File: config.mk
export PLATFORM = sky130hd
export DESIGN_NAME = uart_rx_fifo
export DESIGN_NICKNAME = d
export VERILOG_FILES = /design/src/rtl/uart_rx_fifo.sv
export SDC_FILE = /design/constraint.sdc
export NUM_CORES = 1
export LEC_CHECK = 0
export ABC_AREA = 1
export CORE_ASPECT_RATIO = 0.8
export CORE_MARGIN = 2
export CORE_UTILIZATION = 58
export CTS_CLUSTER_DIAMETER = 120
export DETAILED_ROUTE_END_ITERATION = 10
export PLACE_DENSITY = 0.79
export SLEW_MARGIN = 30
export SYNTH_ARGS = -nofsm -noshare
export SYNTH_HDL_FRONTEND = slang
export SYNTH_SLANG_ARGS = --single-unit
File: constraint.sdc
create_clock -name mclkx16 -period 2.44 [get_ports mclkx16]
set_input_delay 0.488 -clock mclkx16 [delete_from_list [all_inputs] [get_ports mclkx16]]
set_output_delay 0.488 -clock mclkx16 [all_outputs]
set_load 0.05 [all_outputs]
File: src/rtl/uart_rx_fifo.sv
// uart_rx_fifo: 16x-oversampled UART receiver feeding a small receive FIFO.
// Each frame is majority-sampled mid-bit and stored with its parity/framing flags.
module uart_rx_fifo #(
  parameter int DATA_BITS  = 8,
  parameter int PARITY     = 1,
  parameter int FIFO_DEPTH = 4
) (
  input  logic                        mclkx16,
  input  logic                        reset,
  input  logic                        rx,
  input  logic                        read,
  output logic [DATA_BITS-1:0]        rdata,
  output logic                        rxrdy,
  output logic                        parityerr,
  output logic                        framingerr,
  output logic                        overrun,
  output logic                        break_det,
  output logic [$clog2(FIFO_DEPTH):0] fifo_count,
  output logic [2:0]                  dbg_state_o
);
  localparam int AW = $clog2(FIFO_DEPTH);
  localparam int CW = AW + 1;
  localparam logic [2:0]    LAST_BIT = 3'(DATA_BITS - 1);
  localparam logic [CW-1:0] DEPTH_C  = CW'(FIFO_DEPTH);

  typedef enum logic [2:0] {
    ST_IDLE   = 3'd0,
    ST_START  = 3'd1,
    ST_DATA   = 3'd2,
    ST_PARITY = 3'd3,
    ST_STOP   = 3'd4
  } state_t;

  state_t               state_q, state_d;
  logic [3:0]           tick_q, tick_d;
  logic [2:0]           bit_cnt_q, bit_cnt_d;
  logic [DATA_BITS-1:0] shift_q, shift_d;
  logic                 par_bit_q, par_bit_d;
  logic [1:0]           samp_q, samp_d;
  logic                 rx_meta_q, rx_sync_q, rx_prev_q;
  logic [1:0]           arm_q;
  logic                 hold_q, hold_d;
  logic                 bit_val, start_edge, push;
  logic                 data_xor, frame_pe, frame_fe, frame_brk;

  // hold_q blocks start detection until the synchronized line has really been
  // seen high: after reset (sync flops preset to 1) and after a break.
  always_ff @(posedge mclkx16 or posedge reset) begin
    if (reset) begin
      rx_meta_q <= 1'b1;
      rx_sync_q <= 1'b1;
      rx_prev_q <= 1'b1;
      arm_q     <= 2'b00;
      hold_q    <= 1'b1;
    end else begin
      rx_meta_q <= rx;
      rx_sync_q <= rx_meta_q;
      rx_prev_q <= rx_sync_q;
      arm_q     <= {arm_q[0], 1'b1};
      hold_q    <= hold_d;
    end
  end

  always_comb begin
    hold_d = hold_q;
    if (arm_q[1] && rx_sync_q) hold_d = 1'b0;
    if (push && frame_brk)     hold_d = 1'b1;
  end

  assign start_edge = rx_prev_q & ~rx_sync_q & ~hold_q;
  assign bit_val    = (samp_q[0] & samp_q[1]) | (samp_q[0] & rx_sync_q) |
                      (samp_q[1] & rx_sync_q);

  assign data_xor  = ^shift_q;
  assign frame_fe  = ~bit_val;
  assign frame_brk = (shift_q == '0) && ((PARITY == 0) || !par_bit_q) && !bit_val;

  always_comb begin
    frame_pe = 1'b0;
    if (PARITY == 1)      frame_pe = ~(data_xor ^ par_bit_q);
    else if (PARITY == 2) frame_pe = data_xor ^ par_bit_q;
  end

  always_ff @(posedge mclkx16 or posedge reset) begin
    if (reset) begin
      state_q   <= ST_IDLE;
      tick_q    <= '0;
      bit_cnt_q <= '0;
      shift_q   <= '0;
      par_bit_q <= 1'b0;
      samp_q    <= '0;
    end else begin
      state_q   <= state_d;
      tick_q    <= tick_d;
      bit_cnt_q <= bit_cnt_d;
      shift_q   <= shift_d;
      par_bit_q <= par_bit_d;
      samp_q    <= samp_d;
    end
  end

  // Decisions are taken at tick 9 from samples at ticks 7, 8 and the live tick-9 value.
  always_comb begin
    state_d   = state_q;
    tick_d    = tick_q;
    bit_cnt_d = bit_cnt_q;
    shift_d   = shift_q;
    par_bit_d = par_bit_q;
    samp_d    = samp_q;
    push      = 1'b0;
    if (state_q != ST_IDLE) begin
      tick_d = tick_q + 4'd1;
      if (tick_q == 4'd7) samp_d[0] = rx_sync_q;
      if (tick_q == 4'd8) samp_d[1] = rx_sync_q;
    end
    unique case (state_q)
      ST_IDLE: begin
        tick_d = '0;
        if (start_edge) state_d = ST_START;
      end
      ST_START: begin
        if (tick_q == 4'd9 && bit_val) begin
          state_d = ST_IDLE;
          tick_d  = '0;
        end else if (tick_q == 4'd15) begin
          state_d   = ST_DATA;
          bit_cnt_d = '0;
        end
      end
      ST_DATA: begin
        if (tick_q == 4'd9) shift_d = {bit_val, shift_q[DATA_BITS-1:1]};
        if (tick_q == 4'd15) begin
          if (bit_cnt_q == LAST_BIT) state_d = (PARITY == 0) ? ST_STOP : ST_PARITY;
          else                       bit_cnt_d = bit_cnt_q + 3'd1;
        end
      end
      ST_PARITY: begin
        if (tick_q == 4'd9)  par_bit_d = bit_val;
        if (tick_q == 4'd15) state_d = ST_STOP;
      end
      ST_STOP: begin
        if (tick_q == 4'd9) begin
          push    = 1'b1;
          state_d = ST_IDLE;
          tick_d  = '0;
        end
      end
      default: state_d = ST_IDLE;
    endcase
  end

  assign dbg_state_o = state_q;

  // Pop handshake: rxrdy acts as valid and read as ready; an entry leaves the
  // FIFO on an mclkx16 edge where both are high. read while empty is ignored.
  logic [DATA_BITS+1:0] mem_q [FIFO_DEPTH];
  logic [AW-1:0]        wr_ptr_q, rd_ptr_q;
  logic [CW-1:0]        count_q, count_d;
  logic                 overrun_q, overrun_d, brk_q, brk_d;
  logic                 empty, full, pop, push_ok, ovr_set;
  logic [DATA_BITS+1:0] head;

  assign empty   = (count_q == '0);
  assign full    = (count_q == DEPTH_C);
  assign pop     = read & ~empty;
  assign push_ok = push & (~full | pop);
  assign ovr_set = push & full & ~pop;

  always_comb begin
    count_d = count_q;
    if (push_ok && !pop)      count_d = count_q + 1'b1;
    else if (pop && !push_ok) count_d = count_q - 1'b1;
  end

  // Set wins over the pop-clear when both happen in one cycle.
  assign overrun_d = ovr_set | (overrun_q & ~pop);
  assign brk_d     = (push & frame_brk) | (brk_q & ~pop);

  always_ff @(posedge mclkx16 or posedge reset) begin
    if (reset) begin
      wr_ptr_q  <= '0;
      rd_ptr_q  <= '0;
      count_q   <= '0;
      overrun_q <= 1'b0;
      brk_q     <= 1'b0;
    end else begin
      if (push_ok) wr_ptr_q <= wr_ptr_q + 1'b1;
      if (pop)     rd_ptr_q <= rd_ptr_q + 1'b1;
      count_q   <= count_d;
      overrun_q <= overrun_d;
      brk_q     <= brk_d;
    end
  end

  always_ff @(posedge mclkx16) begin
    if (push_ok) mem_q[wr_ptr_q] <= {frame_pe, frame_fe, shift_q};
  end

  assign head       = mem_q[rd_ptr_q];
  assign rxrdy      = ~empty;
  assign rdata      = empty ? '0 : head[DATA_BITS-1:0];
  assign framingerr = ~empty & head[DATA_BITS];
  assign parityerr  = ~empty & head[DATA_BITS+1];
  assign overrun    = overrun_q;
  assign break_det  = brk_q;
  assign fifo_count = count_q;

endmodule

# Yosys cells after proc, flatten, opt, wreduce, memory -nomap -nowiden
# Memories as Yosys holds them, arrays and structs flattened.
# Index checks and enable logic that the tools add are counted.
# totals
register_bits	36
ram_bits	40
elab_cells	121
n_memories	1
# memory_table
memory	words	word_bits	read_ports	rd_clocked_by_memory_dff	wr	line	rtl
mem_q	4	10	1	0	1	156	logic [DATA_BITS+1:0] mem_q [FIFO_DEPTH];
# classes
n_addsub	6
eq_ne	19
muxes	26
bitwise_logic	27
reduce_logical	25
# ops
operator	n
3-bit 2-to-1 mux	13
2-bit != test, second input constant	8
3-bit one-hot mux with 5 select lines	1
1-bit bitwise AND	14
4-bit == test, second input constant	3
4-bit 2-to-1 mux	3
4-bit one-hot mux with 3 select lines	1
3-bit == test, second input constant	3
8-bit logical NOT	1
8-bit 2-to-1 mux	1
2-bit AND reduction	4
8-bit parity	1
1-bit logical AND	7
1-bit NOT	7
3-bit by 1-bit adder with 3-bit output, second input constant	2
3-bit by 2-bit == test with 1-bit output, second input constant	2
3-bit logical NOT	2
1-bit 2-to-1 mux	6
3-bit one-hot mux with 2 select lines	1
6-bit AND reduction	1
2-bit nonzero test	3
1-bit bitwise OR	5
5-bit AND reduction	1
2-bit by 1-bit adder with 2-bit output, second input constant	2
8 further kinds	11

# Logic depth before layout (Yosys ltp)
# logic_depth
depth_word	9
depth_mapped	12
mapped_depth_nobuf	12

# Least setup slack after synthesis
# OpenSTA, ideal clock, no wires.
# synth_timing
path_kind	reg2reg
from	register count_q[0], in the netlist fifo_count[0]
to	register count_q[2], in the netlist fifo_count[2]
arrival_time_ns	2.194
t_required_ns	2.309
slack_ns	0.115
stages_incl_launch_ff	11
cell_sequence	dfrtp_1 > nor3_2 > o21ai_0 > nand2_2 > inv_2 > ha_1 > inv_1 > fa_1 > a21oi_1 > o21ai_0 > xor2_1
# synth_via
elab_chain_len	8
# synth_lines
element	line	rtl
from (decl)	158	logic [CW-1:0] count_q, count_d;
from (signal assigned)	189	count_q <= count_d;
3-bit logical NOT	163	assign empty = (count_q == '0);
1-bit NOT	165	assign pop = read & ~empty;
1-bit bitwise AND	165	
1-bit bitwise OR (*)	166	assign push_ok = push & (~full | pop);
1-bit bitwise AND (*)	166	
named net push_ok	160	logic empty, full, pop, push_ok, ovr_set;
1-bit logical NOT	172	else if (pop && !push_ok) count_d = count_q - 1'b1;
1-bit logical AND	172	
2-bit nonzero test (no source line)	-	
# Mark *: on every way through the listed nets, which the timed path passes. The rest lies on a longest branch. The select of a mux whose other input is x is not followed.
# A chain may end at the register's enable or synchronous reset.

# Worst setup path after layout
# layout_timing
from	register rd_ptr_q[0]
to	output port rdata[6]
# layout_via
elab_chain_len	2
# layout_lines
element	line	rtl
from (decl)	157	logic [AW-1:0] wr_ptr_q, rd_ptr_q;
from (signal assigned)	188	if (pop) rd_ptr_q <= rd_ptr_q + 1'b1;
memory read 4 x 10 bit	-	
8-bit 2-to-1 mux	201	assign rdata = empty ? '0 : head[DATA_BITS-1:0];
to (decl)	12	output logic [DATA_BITS-1:0] rdata,
# Every way passes these cells.

==> reports/qor.yml <==
clocking:
  cts.repair.resized: 0
  source_to_sink_clock_delay_at_the_later_pin_of_the_worst_skew_pair_ns: 0.35
  tritoncts.num_buffers: 9
  clockRootBuffer: "clkbuf_8"
  cts_hold_bufs: 0
  cts_post_setup_buffers_inserted: 0
  cts_tree: "built"
  clock_tree.buffer_depth: 2
  path_clk_slew_ns: 0.08
  htree_levels: 3
  clock_sink_count: 76
yosys:
  synth_sequential_area_ratio_pct: 60.93
  syn-cell-area_um2: 3458
  syn_area_per_cell_um2: 10.35
  syn-num-nets: 353
  yosys.cell_types.count: 31
  synth.ff_latch_count: 76
  syn-instance-count: 334
  number_of_warnings_reported_in_the_yosys_synthesis_log: 0
worst_setup_path:
  reg2regPathDepth: 12
  r2r_slack_ns: 0.21
  critical_path_arrival_ns: 1.76
  rr_endpoint: "fifo_count[2]"
  cp_max_fo: 22
  timing.setup.critical_path_class: "reg2out"
  crit_required_ns: 1.95
  crit_path_end_kind: "output pin"
  critical_path.startpoint_type: "flop"
  r2r_start: "tick_q[1]"
min_path:
  worstHoldPathType: "reg2reg"
  min-delay-start: "arm_q[0]"
  holdPathStages: 0
  hold_path_end: "arm_q[1]"
power_and_ir_drop:
  static_leakage_power_nw: 1.756
  worst_ir_drop_vdd_v: 0.0009960
  power_density_nw_per_um2: 1254
floorplanning:
  die_height_um: 73.07
  die_outline_width_um: 90.33
  rows: 25
  die-area_um2: 6600
  core_region_area_um2: 5849
  initial_utilization_pct: 59.12
  num_io_pins: 23
sta:
  final_hold_viol_count: 0
  grt_setup_unrepaired: "false"
  hold_slack_ns: 0.3506
  worst_slew_margin_rel_pct: 66.34
  tightest_slew_ns: 0.5033
  fin_setup_tns_ns: 0
  layout_worst_path_cycle_share_pct: 92.31
  setup_violations: 0
  maxClockFrequency_ghz: 0.4440
  maxSlewViolCount: 0
  clock_skew_ns: 0.007580
  finalWorstPathRequiredPeriod_ns: 2.252
drt:
  drt_pre_antenna_iters: 4
  routed_wl_um: 6431
  routed_via_density: 5.198
  drtAntennaViolNets: 0
  drt_iter0_markers: 163
  drc: 0
  vias: 2391
  detail_route.wl_per_cell_um: 13.98
place:
  buffer_ports.inserted: 22
  finalWeightedCongestion: 0.9358
  place.detailed.hpwl_um: 4359
final_layout:
  num_antenna_cells: 0
  final_core_util_pct: 70.93
  finalNetCount: 393
  layout-drive-gt1-share_pct: 17.15
  area_delta_synth_final_pct: 19.97
global_routing:
  initial_antenna_violation_count: 0
  grt_pass1_wl_um: 10450
  grt_use_total_pct: 21.18
  pin_count_of_the_biggest_net_entering_global_routing: 37
  grt_pass1_vias: 2304
  grt_overflow_total: 0
run_status:
  status: "finished clean"
flow_run:
  drv.max_cap_violation_count: 0
## registers in the layout, summed over array words and instances, names as in the netlist
register	flops
mem_q	40
shift_q	8
tick_q	4
bit_cnt_q	3
dbg_state_o	3
fifo_count	3
arm_q	2
rd_ptr_q	2
samp_q	2
wr_ptr_q	2
break_det	1
hold_q	1
overrun	1
par_bit_q	1
rx_meta_q	1
rx_prev_q	1
rx_sync_q	1
## critical path: stages, from the launching register on
cell	delay (ns)
dfrtp_1	0.35
buf_4	0.27
nor2_1	0.09
nor2_1	0.10
o21ai_0	0.11
a21oi_1	0.32
buf_12	0.18
## power by group
group	internal, mW	total (mW)	switching [mW]
combinational	1.03	2.67	1.64
clock	0.477	0.935	0.458
sequential	1.47	1.60	0.130
## placed cells by master (no fill, tap or decap), types with 6 or more instances in the layout
master | Yosys | layout
edfxtp_1 | 40 | 40
nand2_2 | 7 | 7
buf_4 | 1 | 16
ha_1 | 14 | 14
nand3_1 | 8 | 8
clkbuf_8 | 0 | 9
a21oi_1 | 15 | 15
dfrtp_1 | 32 | 32
nor2_1 | 51 | 50
nand2_1 | 42 | 42
xor2_1 | 6 | 6
o21ai_0 | 35 | 35
inv_1 | 41 | 41
buf_12 | 0 | 10
clkdlybuf4s50_1 | 0 | 11
## kinds of logic after synthesis
logic type | Yosys count | share of synthesized area, %
AOI/OAI and AO/OA | 54 | 8.140
DFF | 76 | 60.93
adders and majority gates | 15 | 5.644
and+or+nand+nor | 126 | 16.61
other | 1 | 0.1084
xor gates and xnor gates | 10 | 2.532
muxes | 1 | 0.3256
buffers and inverters | 51 | 5.717
## metal layers
metal	up-vias	routed length (µm)	global-route usage (%)
met5	-	0	0
met4	0	144	8.034
met3	14	337	7.851
met2	73	3181	36.76
met1	1131	2767	24.48
li1	1173	-	-
## synthesized netlist by cell type, drive strengths merged
cell / number / share of area [%]
dfrtp: 32 / 23
fa: 1 / 0.58
nand4: 4 / 0.72
nand3b: 1 / 0.22
nand2: 49 / 5.8
nor3: 5 / 1.0
dfstp: 4 / 3.0
xnor2: 4 / 1.0
mux2: 1 / 0.33
buf: 3 / 0.51
inv: 43 / 4.7
xor2: 6 / 1.5
o21ai: 36 / 5.3
a21oi: 15 / 2.2
nand3: 11 / 2.2
nor2: 55 / 6.4
ha: 14 / 5.1
edfxtp: 40 / 35
or2: 1 / 0.18
clkbuf: 5 / 0.54
conb: 1 / 0.11
o31ai: 3 / 0.65
## metrics by stage
stage | cell area, µm² | setup WS (ns) | instances | power [mW]
floorplan | 3458 | 0.1149 | 334 | 3.222
global placement | 3954 | -0.02962 | 444 | 4.204
detailed placement | 3954 | -0.1612 | 444 | 4.275
CTS | 4146 | 0.1588 | 460 | 5.212
global route | 4149 | 0.03257 | 460 | 5.468
finish | 4149 | 0.1876 | 460 | 5.204
## final cells by class
type                       instances  area [µm²]
multi-input combinational        207        1156
fill                             409        1700
timing repair buffer              37       430.4
tap                               81       101.3
clock buffer                      11       131.4
inverter                          43       161.4
clock inverter                     5       61.31
sequential                        76        2107
## worst max path at each step
stage             startpoint             to  slack, ns  cells past startpoint
2_1_floorplan  fifo_count[0]  fifo_count[2]       0.11                     10
4_1_cts            tick_q[1]  fifo_count[2]       0.16                     12
6_report         rd_ptr_q[0]       rdata[6]       0.19                      6
5_1_grt            tick_q[1]  fifo_count[2]       0.03                     12
3_3_place_gp            read  fifo_count[2]      -0.03                     11
3_5_place_dp            read  fifo_count[2]      -0.16                     11
No activity file was read; power rests on OpenSTA's default activity.
